--- src/rtl/sr_input_conditioner.sv ---
// sr_input_conditioner: synchronises and debounces two raw push-buttons and
// drives mutually exclusive, fixed-width S/R pulses into a downstream SR latch.
//
// Ports:
//   clk      system clock, all state updates on the rising edge
//   rst_n    asynchronous active-low reset
//   raw_s    raw set button (asynchronous, active-high)
//   raw_r    raw reset button (asynchronous, active-high)
//   S        set drive to the latch, registered
//   R        reset drive to the latch, registered
//   busy     high whenever the sequencer is not idle
//   conflict one-cycle pulse when coincident requests resolve to R
module sr_input_conditioner #(
   parameter int DEBOUNCE_CYCLES = 16,
   parameter int PULSE_CYCLES    = 2
) (
   input  logic clk,
   input  logic rst_n,
   input  logic raw_s,
   input  logic raw_r,
   output logic S,
   output logic R,
   output logic busy,
   output logic conflict
);

   localparam int DB_W = $clog2(DEBOUNCE_CYCLES);
   localparam int PC_W = $clog2(PULSE_CYCLES + 1);
   localparam logic [DB_W-1:0] DB_LAST = DB_W'(DEBOUNCE_CYCLES - 1);
   localparam logic [PC_W-1:0] PC_LAST = PC_W'(PULSE_CYCLES - 1);

   typedef enum logic [1:0] {
      IDLE,
      DRIVE_S,
      DRIVE_R,
      GAP
   } state_t;

   // Channel index 0 is the set button, index 1 the reset button.
   logic [1:0]           raw;
   logic [1:0]           meta;
   logic [1:0]           sync;
   logic [1:0]           db;
   logic [1:0]           db_q;
   logic [1:0]           pend;
   logic [1:0]           take;
   logic [1:0][DB_W-1:0] cnt;

   state_t          state_q;
   state_t          state_d;
   logic [PC_W-1:0] pcnt_q;
   logic [PC_W-1:0] pcnt_d;
   logic            conflict_d;

   assign raw = {raw_r, raw_s};

   always_ff @(posedge clk or negedge rst_n) begin
      if (!rst_n) begin
         meta <= '0;
         sync <= '0;
         db   <= '0;
         db_q <= '0;
         cnt  <= '0;
         pend <= '0;
      end else begin
         meta <= raw;
         sync <= meta;
         db_q <= db;
         // A fresh press is ORed in after the sequencer's consume so it
         // is never lost; a press on a pending channel simply merges.
         pend <= (pend & ~take) | (db & ~db_q);
         for (int i = 0; i < 2; i++) begin
            if (sync[i] != db[i]) begin
               if (cnt[i] == DB_LAST) begin
                  db[i]  <= sync[i];
                  cnt[i] <= '0;
               end else begin
                  cnt[i] <= cnt[i] + DB_W'(1);
               end
            end else begin
               cnt[i] <= '0;
            end
         end
      end
   end

   always_comb begin
      state_d    = state_q;
      pcnt_d     = pcnt_q;
      take       = 2'b00;
      conflict_d = 1'b0;
      unique case (state_q)
         IDLE: begin
            pcnt_d = '0;
            // R dominates: a coincident S request is dropped.
            if (pend[1]) begin
               state_d    = DRIVE_R;
               take       = 2'b11;
               conflict_d = pend[0];
            end else if (pend[0]) begin
               state_d = DRIVE_S;
               take    = 2'b01;
            end
         end
         DRIVE_S, DRIVE_R: begin
            if (pcnt_q == PC_LAST) begin
               state_d = GAP;
            end else begin
               pcnt_d = pcnt_q + PC_W'(1);
            end
         end
         GAP: begin
            state_d = IDLE;
         end
         default: begin
            state_d = IDLE;
         end
      endcase
   end

   always_ff @(posedge clk or negedge rst_n) begin
      if (!rst_n) begin
         state_q  <= IDLE;
         pcnt_q   <= '0;
         S        <= 1'b0;
         R        <= 1'b0;
         conflict <= 1'b0;
      end else begin
         state_q  <= state_d;
         pcnt_q   <= pcnt_d;
         S        <= (state_d == DRIVE_S);
         R        <= (state_d == DRIVE_R);
         conflict <= conflict_d;
      end
   end

   assign busy = (state_q != IDLE);

endmodule

--- config.mk ---
export PLATFORM = sky130hd
export DESIGN_NAME = sr_input_conditioner
export DESIGN_NICKNAME = d
export VERILOG_FILES = /design/src/rtl/sr_input_conditioner.sv
export SDC_FILE = /design/constraint.sdc
export NUM_CORES = 1
export LEC_CHECK = 0
export ABC_AREA = 0
export CELL_PAD_IN_SITES_DETAIL_PLACEMENT = 1
export CELL_PAD_IN_SITES_GLOBAL_PLACEMENT = 1
export CORE_UTILIZATION = 44
export DETAILED_ROUTE_END_ITERATION = 8
export PLACE_DENSITY_LB_ADDON = 0.1
export SYNTH_ARGS = -nofsm -noshare
export SYNTH_HDL_FRONTEND = slang
export SYNTH_SLANG_ARGS = --single-unit
--- constraint.sdc ---
create_clock -name clk -period 2 [get_ports clk]
set_clock_uncertainty 0.15 [all_clocks]
set_input_delay 0.4 -clock clk [delete_from_list [all_inputs] [get_ports clk]]
set_output_delay 0.4 -clock clk [all_outputs]
set_load 0.01 [all_outputs]
==> metrics.cfg <==
[routing]
ant_nets = 0
wirelength_mm = 1.70
dr.pass1.iters = 4
drt-wirelength-per-cell_um = 13.9
num_vias = 632
drtIter0Drc = 2
drc = 0
routed_via_density = 5.14

[critical_path]
critPathLaunch = state_q[0]
critical_path_required_ns = 1.45
crit_fanout = 2
r2r-start = state_q[0]
r2r-end = S
critical_path_class = flip-flop to primary output
cp-end-kind = primary output
rrSetupSlack_ns = 0.38
critPathLaunchType = flip-flop
worstPathArrival_ns = 1.32
r2r_cells = 5
endpoint = busy

[global_routing]
grt_pass1_vias = 715
gr-total-overflow = 0
grt_max_degree = 26
grt_pass1_wl_mm = 3.25
antenna_found_initial = 0
grt_usage_pct = 17.3

[worst_hold_path]
hp-class = flip-flop to flip-flop

[power_and_ir_drop]
irDropWorstVdd_v = 0.000410
switching_share_pct = 23.2
finalPower_uw = 819
power.leakage_nw = 0.527
power.internal_uw = 629
clkPwrFrac_pct = 26.7
p_per_area_nw_per_um2 = 707
comb_power_share_pct = 7.8
p_seq_share_pct = 65.5
p_switching_uw = 190

[finish]
n_fill_cell = 222
syn_to_final_growth_pct = 15.5
antenna_cells = 0
nNetsFinal = 106
layout-drive-gt1-share_pct = 9.38

[floorplanning]
core_area_um2 = 2040
rows = 16
die_y_um = 49.7
num_io_pins = 8
fp.dieArea_um2 = 2470
start_util_pct = 49.1
die_x_um = 49.7

[yosys]
synth_area_um2 = 1000
synth_top_cell_by_area = dfrtp_1
async_flop_share_pct = 100
synth_cell_types = 22
yosysWarnings = 0
synth_edf_count = 0
synth_flop_cell = dfrtp_1
synthesis.nets = 91
ys_seq_elements = 25
yosys-top-cells-count = dfrtp_1, inv_1, a21oi_1, ha_1, xnor2_1
avgSynthCellArea_um2 = 12.2
syn_inst = 82
netlist.area_leader.share_pct = 62.4
seq_area_frac_synth_pct = 62.4
yosysMostFrequentCell = dfrtp_1
yosys-top-cells-area = dfrtp_1, ha_1, xnor2_1

[cts]
htree_levels = 1
clock_sinks = 25
cts.path.max_buffers = 2
ctsHoldBuffers = 0
clk_latency_ns = 0.31
root_buffer = clkbuf_4
cts_tree = built
clk_pin_slew_ns = 0.13
cts_made_buffers = 3

[sta]
drv_slew = 0
tightest_slew_ns = 0.377
relSlewSlack_pct = 74.7
finalSetupViolations = 0
period_needed_ns = 1.87
hold_viol_final = 0
min_period_over_period_pct = 93.7
setup_tns_ns = 0
fmax_mhz = 533
rsz0062_at_grt = false

[outcome]
status = finished, final reports clean

[placement]
dp_hpwl_mm = 1.27
port_buffers = 7
gp_congestion = 0.750

[flow_run]
cap_violations = 0

critical path, stage by stage, from the launching register on:
cell and delay [ns]:
dfrtp_1 0.40, inv_1 0.10, ha_1 0.18, inv_1 0.06, dlygate4sd2_1 0.28
state kept, by name (all words and copies together) (netlist names):
signal and flops:
R 1, meta 2, state_q 2, sync 2
cnt 8, pcnt_q 2, conflict 1, pend 2
db 2, db_q 2, S 1
metrics by stage:
stage	instances	hold slack (ns)	area (um^2)	worst slack [ns]	utilization [%]
floorplan	82	-0.0456	1000	0.530	-
CTS	123	0.233	1160	0.0945	56.7
finish	123	0.229	1160	0.125	56.7
global route	123	0.239	1160	0.0357	56.7
global placement	118	0.185	1120	0.223	54.9
detailed placement	118	0.192	1120	0.170	54.9
final cells by class:
type	count	area [um^2]	area share (%)
Sequential cell	25	626	54.1
Multi-Input combinational cell	47	339	29.3
Timing Repair Buffer	10	91.3	7.89
Clock inverter	1	7.51	0.649
Inverter	10	37.5	3.24
Clock buffer	3	22.5	1.95
Tap cell	27	33.8	2.92
cell usage in the layout, fill, tap and decap left out:
cell	synthesis	routed
nor2_1	3	3
nor2b_1	4	4
a22oi_1	1	1
dfrtp_1	25	25
o21ai_0	3	3
o22ai_1	2	2
o21ai_1	2	2
clkbuf_4	0	3
nor3b_1	2	2
mux2i_1	2	2
a22o_1	1	1
inv_1	10	10
ha_1	5	5
o21bai_1	1	1
clkdlybuf4s50_1	0	6
buf_4	0	3
xnor2_1	5	5
nand2_1	2	2
nor3_1	1	1
and3_1	1	1
nand3_1	2	2
nand4b_1	2	2
nand2b_1	1	1
clkinvlp_4	0	1
dlygate4sd2_1	0	1
a21oi_1	5	5
mux2_2	2	2
routing by layer:
| layer | vias to the layer above | GRT usage (%) | part of all wire [%] |
|---|---|---|---|
| met1 | 321 | 22.6 | 46 |
| met3 | 2 | 2.78 | 2.2 |
| met4 | 0 | 4.29 | 0.59 |
| li1 | 303 | - | - |
| met5 | - | 0 | 0 |
| met2 | 6 | 29.7 | 51 |
logic make-up (layout without fill, tap and decap cells):
kind of cell | Yosys count | count (layout) | synth area share, %
flops | 25 | 25 | 62.4
compound gates | 15 | 15 | 8.61
mux | 4 | 4 | 4.24
fa+ha+maj | 5 | 5 | 6.24
buf+inv | 10 | 24 | 3.75
xor+xnor | 5 | 5 | 4.37
simple gates | 18 | 18 | 10.4
worst min path at each step:
| stage | from | slack (ns) | depth (start not counted) | to |
|---|---|---|---|---|
| after detailed placement | meta[1] | 0.19 | 0 | sync[1] |
| final | meta[1] | 0.23 | 0 | sync[1] |
| after global placement | meta[1] | 0.18 | 0 | sync[1] |
| after global routing | meta[1] | 0.24 | 0 | sync[1] |
| after CTS | meta[1] | 0.23 | 0 | sync[1] |
| after floorplan | rst_n | -0.05 | 0 | R |
power by group through the flow:
stage / Clock [mW] / Combinational, mW / Sequential (mW)
finish: 0.219 / 0.0641 / 0.536
global route: 0.254 / 0.0737 / 0.539
global placement: 0 / 0.0617 / 0.544
CTS: 0.231 / 0.0658 / 0.536
floorplan: 0 / 0.0343 / 0.543
detailed placement: 0 / 0.0650 / 0.546
what timing repair did:
action	CTS	global route
endpoints found under the setup margin	1	0
buffers inserted	1	0
gates resized for setup	1	0
Note: power is estimated with default switching activity, not from simulation.
